`config.mk`:
```
export PLATFORM = sky130hd
export DESIGN_NAME = axi4_accel_regbank
export DESIGN_NICKNAME = d
export VERILOG_FILES = /design/src/rtl/axi4_accel_pkg.sv /design/src/rtl/axi4_lite_wr_join.sv /design/src/rtl/axi4_accel_regbank.sv
export SDC_FILE = /design/constraint.sdc
export NUM_CORES = 1
export LEC_CHECK = 0
export ABC_AREA = 1
export CAP_MARGIN = 40
export CORE_MARGIN = 5
export CORE_UTILIZATION = 39
export CTS_CLUSTER_DIAMETER = 40
export DETAILED_ROUTE_END_ITERATION = 7
export GPL_TIMING_DRIVEN = 1
export PLACE_DENSITY = 0.7
export SLEW_MARGIN = 25
export SYNTH_ARGS = -nofsm -noshare
export SYNTH_HDL_FRONTEND = slang
export SYNTH_HIERARCHICAL = 1
export SYNTH_SLANG_ARGS = --single-unit
```
`constraint.sdc`:
```
create_clock -name clk -period 5.15 [get_ports clk]
set_input_delay 0.515 -clock clk [delete_from_list [all_inputs] [get_ports clk]]
set_output_delay 0.515 -clock clk [all_outputs]
set_load 0.005 [all_outputs]
```
`src/rtl/axi4_accel_pkg.sv`:
```
// -----------------------------------------------------------------------------
// axi4_accel_pkg
//   Shared definitions for the accelerator register bank: AXI response codes,
//   register byte offsets, CTRL/STATUS bit positions, the register decode type
//   and two small helpers (address decode, byte-strobe merge).
// -----------------------------------------------------------------------------
package axi4_accel_pkg;

  // AXI response codes
  localparam logic [1:0] RESP_OKAY   = 2'b00;
  localparam logic [1:0] RESP_SLVERR = 2'b10;
  localparam logic [1:0] RESP_DECERR = 2'b11;

  // Byte offsets inside the 256-byte window
  localparam logic [7:0] OFF_CTRL   = 8'h00;
  localparam logic [7:0] OFF_STATUS = 8'h04;
  localparam logic [7:0] OFF_KEY    = 8'h40;
  localparam logic [7:0] OFF_DIN    = 8'h80;
  localparam logic [7:0] OFF_DOUT   = 8'hC0;

  // CTRL bits
  localparam int CTRL_START    = 0;
  localparam int CTRL_MODE     = 1;
  localparam int CTRL_IRQ_EN   = 2;
  localparam int CTRL_CLR_DONE = 3;

  // STATUS bits
  localparam int STAT_BUSY  = 0;
  localparam int STAT_DONE  = 1;
  localparam int STAT_ERROR = 2;

  typedef enum logic [2:0] {
    REG_NONE,
    REG_CTRL,
    REG_STATUS,
    REG_KEY,
    REG_DIN,
    REG_DOUT
  } reg_sel_e;

  typedef struct packed {
    reg_sel_e   sel;
    logic [3:0] idx;   // word index inside KEY/DIN/DOUT
  } reg_dec_t;

  // waddr is the byte address with its two LSBs dropped; base_hi is the
  // window base bits [31:8]. Array regions are 16 words wide, but only the
  // configured number of words is mapped; the rest decode as REG_NONE.
  function automatic reg_dec_t decode_addr(input logic [29:0] waddr,
                                           input logic [23:0] base_hi,
                                           input int          key_words,
                                           input int          data_words);
    reg_dec_t   d;
    logic [7:0] off;
    logic [7:0] region;
    off    = {waddr[5:0], 2'b00};
    region = {waddr[5:4], 6'd0};
    d.sel  = REG_NONE;
    d.idx  = waddr[3:0];
    if (waddr[29:6] == base_hi) begin
      if (off == OFF_CTRL)
        d.sel = REG_CTRL;
      else if (off == OFF_STATUS)
        d.sel = REG_STATUS;
      else if (region == OFF_KEY && int'(waddr[3:0]) < key_words)
        d.sel = REG_KEY;
      else if (region == OFF_DIN && int'(waddr[3:0]) < data_words)
        d.sel = REG_DIN;
      else if (region == OFF_DOUT && int'(waddr[3:0]) < data_words)
        d.sel = REG_DOUT;
    end
    return d;
  endfunction

  // Per-byte merge of new write data into an existing register value.
  function automatic logic [31:0] apply_strb(input logic [31:0] old_val,
                                             input logic [31:0] new_val,
                                             input logic [3:0]  strb);
    logic [31:0] r;
    for (int b = 0; b < 4; b++)
      r[8*b +: 8] = strb[b] ? new_val[8*b +: 8] : old_val[8*b +: 8];
    return r;
  endfunction

endpackage

```
`src/rtl/axi4_lite_wr_join.sv`:
```
// -----------------------------------------------------------------------------
// axi4_lite_wr_join
//   Joins the independent AXI4-lite AW and W channels. Each channel has a
//   one-deep holding register; its ready is high while that register is
//   empty. Once both are held, wr_commit strobes for one cycle with the held
//   address/data/strobe; the response supplied by the register file in that
//   cycle is captured and presented on B. The holding registers stay full
//   (blocking further AW/W) until the B handshake completes.
// Ports
//   clk, reset                          clock, synchronous active-high reset
//   mem_axi_aw*/w*/b*                   AXI4-lite write channels
//   wr_commit                           one-cycle commit strobe
//   wr_addr/wr_data/wr_strb             held write transaction
//   wr_resp                             response for the committing write
// -----------------------------------------------------------------------------
module axi4_lite_wr_join (
  input  logic        clk,
  input  logic        reset,
  input  logic        mem_axi_awvalid,
  output logic        mem_axi_awready,
  input  logic [31:0] mem_axi_awaddr,
  input  logic        mem_axi_wvalid,
  output logic        mem_axi_wready,
  input  logic [31:0] mem_axi_wdata,
  input  logic [3:0]  mem_axi_wstrb,
  output logic        mem_axi_bvalid,
  input  logic        mem_axi_bready,
  output logic [1:0]  mem_axi_bresp,
  output logic        wr_commit,
  output logic [31:0] wr_addr,
  output logic [31:0] wr_data,
  output logic [3:0]  wr_strb,
  input  logic [1:0]  wr_resp
);
  import axi4_accel_pkg::*;

  logic live;     // low during reset so both readies read 0
  logic aw_full;
  logic w_full;

  assign mem_axi_awready = live & ~aw_full;
  assign mem_axi_wready  = live & ~w_full;
  assign wr_commit       = aw_full & w_full & ~mem_axi_bvalid;

  // NOTE: sequential state uses non-blocking assignments so every register
  // samples pre-edge values; blocking here would create order-dependent races.
  always_ff @(posedge clk) begin
    if (reset) begin
      live           <= 1'b0;
      aw_full        <= 1'b0;
      w_full         <= 1'b0;
      wr_addr        <= '0;
      wr_data        <= '0;
      wr_strb        <= '0;
      mem_axi_bvalid <= 1'b0;
      mem_axi_bresp  <= RESP_OKAY;
    end else begin
      live <= 1'b1;
      if (mem_axi_awvalid && mem_axi_awready) begin
        aw_full <= 1'b1;
        wr_addr <= mem_axi_awaddr;
      end
      if (mem_axi_wvalid && mem_axi_wready) begin
        w_full  <= 1'b1;
        wr_data <= mem_axi_wdata;
        wr_strb <= mem_axi_wstrb;
      end
      if (wr_commit) begin
        mem_axi_bvalid <= 1'b1;
        mem_axi_bresp  <= wr_resp;
      end
      if (mem_axi_bvalid && mem_axi_bready) begin
        mem_axi_bvalid <= 1'b0;
        aw_full        <= 1'b0;
        w_full         <= 1'b0;
      end
    end
  end

endmodule

```
`src/rtl/axi4_accel_regbank.sv`:
```
// -----------------------------------------------------------------------------
// axi4_accel_regbank
//   AXI4-lite slave exposing one accelerator core as a 256-byte register bank:
//   CTRL (start/mode/irq enable/clear done), STATUS (busy/done/error),
//   KEY[KEY_WORDS], DIN[DATA_WORDS] and DOUT[DATA_WORDS]. Provides BRESP/RRESP,
//   byte strobes, a start/busy/done handshake and a registered interrupt.
// Parameters
//   BASE_ADDR   window base, 256-byte aligned
//   KEY_WORDS   number of 32-bit key registers (1..16)
//   DATA_WORDS  number of 32-bit DIN and DOUT registers (1..16)
// Ports
//   clk, reset           single clock, synchronous active-high reset
//   mem_axi_*            AXI4-lite slave (AW, W, B, AR, R)
//   core_start           one-cycle start pulse
//   core_mode            CTRL.MODE
//   core_key, core_din   packed registers, word 0 in the MSBs
//   core_done            one-cycle completion pulse, qualifies dout/error
//   core_dout            result, word 0 in the MSBs
//   core_error           error flag from the core
//   irq                  registered STATUS.DONE & CTRL.IRQ_EN
// -----------------------------------------------------------------------------
module axi4_accel_regbank #(
  parameter logic [31:0] BASE_ADDR  = 32'h2500_0000,
  parameter int          KEY_WORDS  = 8,
  parameter int          DATA_WORDS = 4
) (
  input  logic                    clk,
  input  logic                    reset,
  input  logic                    mem_axi_awvalid,
  output logic                    mem_axi_awready,
  input  logic [31:0]             mem_axi_awaddr,
  input  logic                    mem_axi_wvalid,
  output logic                    mem_axi_wready,
  input  logic [31:0]             mem_axi_wdata,
  input  logic [3:0]              mem_axi_wstrb,
  output logic                    mem_axi_bvalid,
  input  logic                    mem_axi_bready,
  output logic [1:0]              mem_axi_bresp,
  input  logic                    mem_axi_arvalid,
  output logic                    mem_axi_arready,
  input  logic [31:0]             mem_axi_araddr,
  output logic                    mem_axi_rvalid,
  input  logic                    mem_axi_rready,
  output logic [31:0]             mem_axi_rdata,
  output logic [1:0]              mem_axi_rresp,
  output logic                    core_start,
  output logic                    core_mode,
  output logic [32*KEY_WORDS-1:0] core_key,
  output logic [32*DATA_WORDS-1:0] core_din,
  input  logic                    core_done,
  input  logic [32*DATA_WORDS-1:0] core_dout,
  input  logic                    core_error,
  output logic                    irq
);
  import axi4_accel_pkg::*;

  localparam logic [23:0] BASE_HI = BASE_ADDR[31:8];

  // Register file
  logic        busy, done, error, irq_en;
  logic [31:0] key_q  [KEY_WORDS];
  logic [31:0] din_q  [DATA_WORDS];
  logic [31:0] dout_q [DATA_WORDS];

  // ---------------------------------------------------------------------------
  // Write channel join
  // ---------------------------------------------------------------------------
  logic        wr_commit;
  logic [31:0] wr_addr, wr_data;
  logic [3:0]  wr_strb;
  logic [1:0]  wr_resp;

  axi4_lite_wr_join u_wr_join (
    .clk             (clk),
    .reset           (reset),
    .mem_axi_awvalid (mem_axi_awvalid),
    .mem_axi_awready (mem_axi_awready),
    .mem_axi_awaddr  (mem_axi_awaddr),
    .mem_axi_wvalid  (mem_axi_wvalid),
    .mem_axi_wready  (mem_axi_wready),
    .mem_axi_wdata   (mem_axi_wdata),
    .mem_axi_wstrb   (mem_axi_wstrb),
    .mem_axi_bvalid  (mem_axi_bvalid),
    .mem_axi_bready  (mem_axi_bready),
    .mem_axi_bresp   (mem_axi_bresp),
    .wr_commit       (wr_commit),
    .wr_addr         (wr_addr),
    .wr_data         (wr_data),
    .wr_strb         (wr_strb),
    .wr_resp         (wr_resp)
  );

  // Byte-address LSBs are ignored by the decode.
  logic unused_addr_lsbs;
  assign unused_addr_lsbs = ^{wr_addr[1:0], mem_axi_araddr[1:0]};

  // ---------------------------------------------------------------------------
  // Write decode and response
  // ---------------------------------------------------------------------------
  reg_dec_t wdec;
  logic     wr_ok;

  assign wdec = decode_addr(wr_addr[31:2], BASE_HI, KEY_WORDS, DATA_WORDS);

  // NOTE: every variable assigned in always_comb gets a default first so no
  // path leaves it unassigned, which would otherwise infer a latch.
  always_comb begin
    wr_resp = RESP_OKAY;
    wr_ok   = 1'b0;
    case (wdec.sel)
      REG_CTRL: begin
        // While busy only IRQ_EN and CLR_DONE may change; a START or a MODE
        // change is rejected and the whole write is dropped.
        if (busy && wr_strb[0] &&
            (wr_data[CTRL_START] || (wr_data[CTRL_MODE] != core_mode)))
          wr_resp = RESP_SLVERR;
        else
          wr_ok = 1'b1;
      end
      REG_KEY, REG_DIN: begin
        if (busy) wr_resp = RESP_SLVERR;
        else      wr_ok   = 1'b1;
      end
      REG_STATUS, REG_DOUT: wr_resp = RESP_SLVERR;
      default:              wr_resp = RESP_DECERR;
    endcase
  end

  logic wr_en, ctrl_wr, start_req, clr_req, done_evt;

  assign wr_en     = wr_commit & wr_ok;
  assign ctrl_wr   = wr_en && (wdec.sel == REG_CTRL) && wr_strb[0];
  assign start_req = ctrl_wr & wr_data[CTRL_START];
  assign clr_req   = ctrl_wr & wr_data[CTRL_CLR_DONE];
  assign done_evt  = core_done & busy;

  // ---------------------------------------------------------------------------
  // Register file, start/busy/done, interrupt
  // ---------------------------------------------------------------------------
  always_ff @(posedge clk) begin
    if (reset) begin
      busy       <= 1'b0;
      done       <= 1'b0;
      error      <= 1'b0;
      irq_en     <= 1'b0;
      core_mode  <= 1'b0;
      core_start <= 1'b0;
      irq        <= 1'b0;
      // NOTE: the KEY/DIN/DOUT arrays are small flop banks, not RAM, so they
      // are cleared on reset along with the control state.
      for (int i = 0; i < KEY_WORDS; i++)  key_q[i]  <= '0;
      for (int i = 0; i < DATA_WORDS; i++) din_q[i]  <= '0;
      for (int i = 0; i < DATA_WORDS; i++) dout_q[i] <= '0;
    end else begin
      core_start <= start_req;

      if (ctrl_wr) begin
        core_mode <= wr_data[CTRL_MODE];
        irq_en    <= wr_data[CTRL_IRQ_EN];
      end

      if (wr_en && wdec.sel == REG_KEY)
        for (int i = 0; i < KEY_WORDS; i++)
          if (wdec.idx == 4'(i)) key_q[i] <= apply_strb(key_q[i], wr_data, wr_strb);

      if (wr_en && wdec.sel == REG_DIN)
        for (int i = 0; i < DATA_WORDS; i++)
          if (wdec.idx == 4'(i)) din_q[i] <= apply_strb(din_q[i], wr_data, wr_strb);

      // start needs !busy and done needs busy, so they never coincide; a
      // completion beats a same-cycle CLR_DONE.
      if (start_req) begin
        busy  <= 1'b1;
        done  <= 1'b0;
        error <= 1'b0;
      end else if (done_evt) begin
        busy  <= 1'b0;
        done  <= 1'b1;
        error <= core_error;
        for (int i = 0; i < DATA_WORDS; i++)
          dout_q[i] <= core_dout[32*(DATA_WORDS-i)-1 -: 32];
      end else if (clr_req) begin
        done <= 1'b0;
      end

      irq <= done & irq_en;
    end
  end

  for (genvar g = 0; g < KEY_WORDS; g++) begin : g_key
    assign core_key[32*(KEY_WORDS-g)-1 -: 32] = key_q[g];
  end

  for (genvar g = 0; g < DATA_WORDS; g++) begin : g_din
    assign core_din[32*(DATA_WORDS-g)-1 -: 32] = din_q[g];
  end

  // ---------------------------------------------------------------------------
  // Read path
  // ---------------------------------------------------------------------------
  reg_dec_t    rdec;
  logic [31:0] rd_data;
  logic [1:0]  rd_resp;
  logic        rd_live;   // holds arready low during reset

  assign rdec            = decode_addr(mem_axi_araddr[31:2], BASE_HI, KEY_WORDS, DATA_WORDS);
  assign mem_axi_arready = rd_live & ~mem_axi_rvalid;

  always_comb begin
    rd_data = '0;
    rd_resp = RESP_OKAY;
    case (rdec.sel)
      REG_CTRL: begin
        rd_data[CTRL_MODE]   = core_mode;
        rd_data[CTRL_IRQ_EN] = irq_en;
      end
      REG_STATUS: begin
        rd_data[STAT_BUSY]  = busy;
        rd_data[STAT_DONE]  = done;
        rd_data[STAT_ERROR] = error;
      end
      REG_KEY:
        for (int i = 0; i < KEY_WORDS; i++)
          if (rdec.idx == 4'(i)) rd_data = key_q[i];
      REG_DIN:
        for (int i = 0; i < DATA_WORDS; i++)
          if (rdec.idx == 4'(i)) rd_data = din_q[i];
      REG_DOUT:
        for (int i = 0; i < DATA_WORDS; i++)
          if (rdec.idx == 4'(i)) rd_data = dout_q[i];
      default: rd_resp = RESP_DECERR;
    endcase
  end

  // Data is captured at the AR handshake edge, so a read that coincides with
  // a write commit returns the pre-write value.
  always_ff @(posedge clk) begin
    if (reset) begin
      rd_live        <= 1'b0;
      mem_axi_rvalid <= 1'b0;
      mem_axi_rdata  <= '0;
      mem_axi_rresp  <= RESP_OKAY;
    end else begin
      rd_live <= 1'b1;
      if (mem_axi_arvalid && mem_axi_arready) begin
        mem_axi_rvalid <= 1'b1;
        mem_axi_rdata  <= rd_data;
        mem_axi_rresp  <= rd_resp;
      end else if (mem_axi_rvalid && mem_axi_rready) begin
        mem_axi_rvalid <= 1'b0;
      end
    end
  end

endmodule

```
==> results of run 1 <==
[state kept, by name, indices dropped and copies added, names as in the netlist]
| register | count |
|---|---|
| irq | 1 |
| mem_axi_rdata | 32 |
| u_wr_join/mem_axi_bvalid | 1 |
| u_wr_join/wr_data | 32 |
| u_wr_join/mem_axi_bresp | 2 |
| core_mode | 1 |
| error | 1 |
| u_wr_join/live | 1 |
| irq_en | 1 |
| key_q | 256 |
| din_q | 128 |
| busy | 1 |
| u_wr_join/aw_full | 1 |
| u_wr_join/w_full | 1 |
| dout_q | 128 |
| done | 1 |
| mem_axi_rvalid | 1 |
| u_wr_join/wr_strb | 4 |
| mem_axi_rresp | 1 |
| u_wr_join/wr_addr | 30 |
| core_start | 1 |
| rd_live | 1 |
[worst paths after layout]
path,start,endpoint,slack (ns),depth (start not counted)
setup / recovery,u_wr_join/wr_addr[26],key_q[0][27],1.65,12
hold / removal,reset,key_q[1][126],0.27,2
setup reg to reg,u_wr_join/wr_addr[26],key_q[0][27],1.65,12
hold reg to reg,mem_axi_rdata[6],mem_axi_rdata[6],0.46,2
[worst register-to-register path, stage by stage, from the launching register on]
cell	delay, ns
dfxtp_1	0.33
inv_1	0.04
nor2_1	0.08
nand2_1	0.08
nor2_1	0.17
nand2_1	0.12
nor2_4	0.18
nand4_1	0.15
nor3b_2	0.71
nand2_2	0.07
buf_4	0.31
o21ai_0	0.68
buf_4	0.27
[metal layers]
layer	vias to the layer above	share of wire (%)
met5	-	0.080
met4	14	4.5
met3	237	10
met2	1354	49
met1	11400	36
li1	11100	-
[cells in the final DEF (no fill, tap or decap), types with 5 or more instances in the layout]
cell             instances
nor2_1                 720
clkdlybuf4s50_1        659
nand2_1                645
edfxtp_1               512
inv_1                  286
nand3_1                175
a21oi_1                119
dfxtp_1                114
clkbuf_16              104
buf_4                   74
nand4_1                 48
o21ai_0                 45
o211ai_1                29
o22ai_1                 25
nor2_2                  23
clkinv_2                19
inv_6                   15
clkbuf_1                11
bufinv_16               11
clkinv_4                10
o21ai_1                  9
a31oi_1                  8
clkinvlp_4               8
inv_2                    7
nand2_2                  7
nand3_4                  7
clkinv_1                 7
nand2_4                  6
diode_2                  5
buf_12                   5
[final cells by class]
class | instances | area [sq um] | area share, %
Antenna cell | 5 | 12.5 | 0.0321
Clock buffer | 117 | 2670 | 6.85
Clock inverter | 75 | 845 | 2.17
Inverter | 297 | 1120 | 2.87
Multi-Input combinational cell | 1888 | 8200 | 21.0
Sequential cell | 626 | 17700 | 45.3
Tap cell | 950 | 1190 | 3.05
Timing Repair Buffer | 741 | 7310 | 18.7
[per-stage QoR]
step	hold WS [ns]	power, mW	area, sq um	cells
after global routing	0.263	14.3	39000	4694
after global placement	0.453	6.97	35400	4494
after detailed placement	0.456	6.99	35400	4501
final	0.271	13.9	39000	4699
after floorplan	0.423	6.25	27800	3007
after CTS	0.235	13.9	39000	4693
[power by group]
part	internal [mW]	total, mW	switching, mW
clock network	4.35	6.97	2.63
logic	0.482	1.10	0.619
registers	5.66	5.79	0.128
total	10.5	13.9	3.37
==> impl_metrics.tcl, run 1 <==
set metrics [dict create \
    status "finished, final reports clean" \
    vias 24100 \
    maxSlewViolCount 0 \
    cts_max_path_buffers 3 \
    ant_nets 0 \
    grtUsageMet2_pct 49.1 \
    hold_buffers 0 \
    clk_latency_ns 0.66 \
    yosysWarningCount 6 \
    busiest_layer "met2" \
    core_area_sq_um 71100 \
    cp_slowest_cell "nor3b_2" \
    postSynthAreaPerCell_sq_um 9.26 \
    met1_usage_pct 33.6 \
    antenna_found_initial 13 \
    drive_gt1_share_pct 8.71 \
    finish.utilization_pct 54.8 \
    path_clk_slew_ns 0.06 \
    dieArea_sq_um 76800 \
    p_leak_nw 15.6 \
    cts_root_buf "clkbuf_16" \
    place.gp.congestion 0.910 \
    grt_max_degree 116 \
    syn_inst 3007 \
    crit_family "simple AND/OR/NAND/NOR gates" \
    preCtsSetupSlack_ns 1.54 \
    cp.buffers_inverters 3 \
    power_density_nw_per_um2 356 \
    drt_first_pass_iters 6 \
    rsz0062_at_grt "false" \
    cts_tree "built" \
    rows 98 \
    hold_violations 0 \
    cp-end-kind "register" \
    drc 0 \
    fin_nets 3894 \
    wl_um 114000 \
    htreeDepth 3 \
    n_fill_cell 6188 \
    irDropWorstVdd_uv 314 \
    finalSetupTns_ns 0 \
    drt_iter0_drc 2510 \
    max-slew-margin-rel_pct 43.6 \
    track_usage_pct 28.5 \
    grt.overflow.total 0 \
    critical_path_class "register to register" \
    hold_path_class "primary input to register" \
    max_stage_delay_ns 0.71 \
    dieHeight_um 277 \
    arrival_ns 3.85 \
    grt_pass1_wl_um 161000 \
    fin_skew_ns 0.0359 \
    worst_pin_slew_ns 0.842 \
    cts_buffers 103 \
    start_util_pct 39.1 \
    period_minus_slack_ns 3.50 \
    cp_max_fo 36 \
    critPathRequiredTime_ns 5.50 \
    syn_to_final_growth_pct 40.1 \
    io_buffers 660 \
    synthesis.nets 3244 \
    ioPinCount 665 \
    post_cts_buffers 0 \
    setup_violations 0 \
    syn_area_sq_um 27800 \
    avgRoutedWirePerCell_um 24.2 \
    die_w_um 277 \
    maxCapViolations 0 \
    finalCritPeriodShare_pct 68.0 \
    place_hpwl_um 84100 \
    max_freq_mhz 285 \
    drt-vias-per-instance 5.14 \
    grt_use_met3_pct 8.87 \
    grt_pass1_vias 23300 \
    clock_sinks 626 \
    ctsResizeCount 0 \
    setup_ws_ns 1.65 \
    start_kind "register" \
    path_cells "inv_1 -> nor2_1 -> nand2_1 -> nor2_1 -> nand2_1 -> nor2_4 -> nand4_1 -> nor3b_2 -> nand2_2 -> buf_4 -> o21ai_0 -> buf_4" \
]
Note: power is estimated with default switching activity, not from simulation.
==> run 2: changes to the inputs <==
clock period = 3.5 ns   (was 5.15 ns; I/O delays follow)
==> run 2 against run 1 <==
Against the previous run:
- non-clock buffer count grew 13
- clock power up 48%
- largest cell class unchanged
- wire length increased by 1.0%
- fmax is 23% higher
- critical endpoint is now key_q[1][10]
- sequential power grew 47%
- largest power group unchanged
- worst hold slack got worse by 0.041 ns
==> impl_metrics.tcl, run 2 (synthesis results as in run 1) <==
set metrics [dict create \
    cts_tree "built" \
    grt_pass1_vias 23800 \
    power_mw 20.4 \
    ant_nets 0 \
    reg2reg_to "key_q[1][10]" \
    power_density_nw_per_um2 521 \
    clock_sinks 626 \
    preCtsSetupSlack_ns 0.509 \
    cp_max_fo 17 \
    grt_pass1_wl_um 163000 \
    max_freq_mhz 352 \
    finalCritPeriodShare_pct 81.2 \
    rows 98 \
    place.gp.congestion 0.919 \
    vias 24200 \
    io_buffers 660 \
    ctsResizeCount 0 \
    drt_iter0_drc 2626 \
    status "finished, final reports clean" \
    finish.utilization_pct 55.1 \
    core_area_sq_um 71100 \
    place_hpwl_um 84600 \
    wl_um 115000 \
    reg.largest.list "key_q: 256 flops, din_q: 128 flops, dout_q: 128 flops" \
    setup_ws_ns 0.658 \
    cts_max_path_buffers 3 \
    start_util_pct 39.1 \
    critical_path_class "register to register" \
    arrival_ns 3.18 \
    rrSetupSlack_ns 0.66 \
    max-slew-margin-rel_pct 48.3 \
    dieHeight_um 277 \
    cp-end-kind "register" \
    irDropWorstVdd_uv 352 \
    hold_violations 0 \
    maxSlewViolCount 0 \
    critPathRequiredTime_ns 3.84 \
    drive_gt1_share_pct 8.96 \
    avgRoutedWirePerCell_um 24.4 \
    final_cells 4709 \
    finalSetupTns_ns 0 \
    critPathCapture "key_q[1][10]" \
    die_w_um 277 \
    grt.overflow.total 0 \
    n_fill_cell 6182 \
    p_leak_nw 15.6 \
    layout_commonest_cell "nor2_1" \
    clk_latency_ns 0.65 \
    ff2ff_path_depth 12 \
    cts_root_buf "clkbuf_16" \
    r2r_start "u_wr_join/wr_addr[29]" \
    hold_buffers 0 \
    drc 0 \
    post_cts_buffers 0 \
    path_clk_slew_ns 0.05 \
    syn_to_final_growth_pct 40.7 \
    regMostFlops "key_q" \
    grt_max_degree 64 \
    hold_path_class "primary input to register" \
    rsz0062_at_grt "false" \
    start_kind "register" \
    dieArea_sq_um 76800 \
    drt-vias-per-instance 5.14 \
    min_from "reset" \
    worst_pin_slew_ns 0.773 \
    track_usage_pct 28.8 \
    layout_common_cells "nor2_1 (720), clkdlybuf4s50_1 (659), nand2_1 (644)" \
    fin_skew_ns 0.0351 \
    largest_reg_flops 256 \
    antenna_found_initial 15 \
    drt_first_pass_iters 6 \
    crit_start "u_wr_join/wr_addr[29]" \
    period_minus_slack_ns 2.84 \
    fin_nets 3903 \
    maxCapViolations 0 \
    ioPinCount 665 \
    cts_buffers 99 \
    setup_violations 0 \
    placedCellCount 4514 \
    htreeDepth 3 \
]
run 2: changes by cell type in the layout (fill, tap and decap cells not counted), sizes merged, moves of 3 or more:
cell	before	now
inv	314	308
clkbuf	117	112
clkinvlp	8	13
diode	5	8
buf	82	95
run 2: layer usage:
| metal | part of all wire [%] | vias to the layer above | GRT usage, % | routed length (um) |
|---|---|---|---|---|
| li1 | - | 11100 | - | - |
| met2 | 48 | 1342 | 48.5 | 55200 |
| met4 | 5.7 | 14 | 14.4 | 6520 |
| met3 | 9.9 | 301 | 7.97 | 11400 |
| met1 | 36 | 11400 | 34.1 | 41900 |
| met5 | 0.092 | - | 0 | 106 |
run 2: area by class of cell:
type                    count  area (sq um)  share of cell area (%)
multi-input cells        1888          8190                    20.9
clock buffers             112          2630                    6.72
well taps                 950          1190                    3.04
diodes                      8          20.0                  0.0511
inverters                 297          1120                    2.86
flip-flops and latches    626         17700                    45.1
repair buffers            754          7480                    19.1
clock inverters            74           877                    2.24
run 2: worst min-delay path by stage:
| stage | end | slack, ns | cells after the start |
|---|---|---|---|
| detailed placement | mem_axi_rdata[9] | 0.46 | 2 |
| CTS | mem_axi_rdata[4] | 0.17 | 2 |
| finish | mem_axi_rdata[4] | 0.23 | 2 |
| global route | mem_axi_rdata[12] | 0.22 | 2 |
| floorplan | irq | 0.42 | 2 |
| global placement | mem_axi_rdata[14] | 0.45 | 2 |
run 2: stage by stage:
stage	area, sq um	hold WS, ns
after global routing	39200	0.218
after global placement	35600	0.452
after detailed placement	35600	0.455
final	39200	0.230
after CTS	39100	0.172
after floorplan	27800	0.423
run 2: critical path, stage by stage (launching register included):
cell and delay (ns):
dfxtp_1 0.32, inv_1 0.04, nor2_1 0.08, nand2_1 0.05
nor2_1 0.21, nand2_1 0.14, nor2_4 0.19, nand4_1 0.15
nor3b_2 0.18, buf_4 0.22, nand4_4 0.31, o21ai_0 0.37
buf_4 0.24
run 2: power breakdown:
| group | switching (mW) | internal (mW) | total, mW |
|---|---|---|---|
| Sequential | 0.188 | 8.33 | 8.52 |
| Clock | 3.82 | 6.45 | 10.3 |
| Combinational | 0.916 | 0.719 | 1.63 |
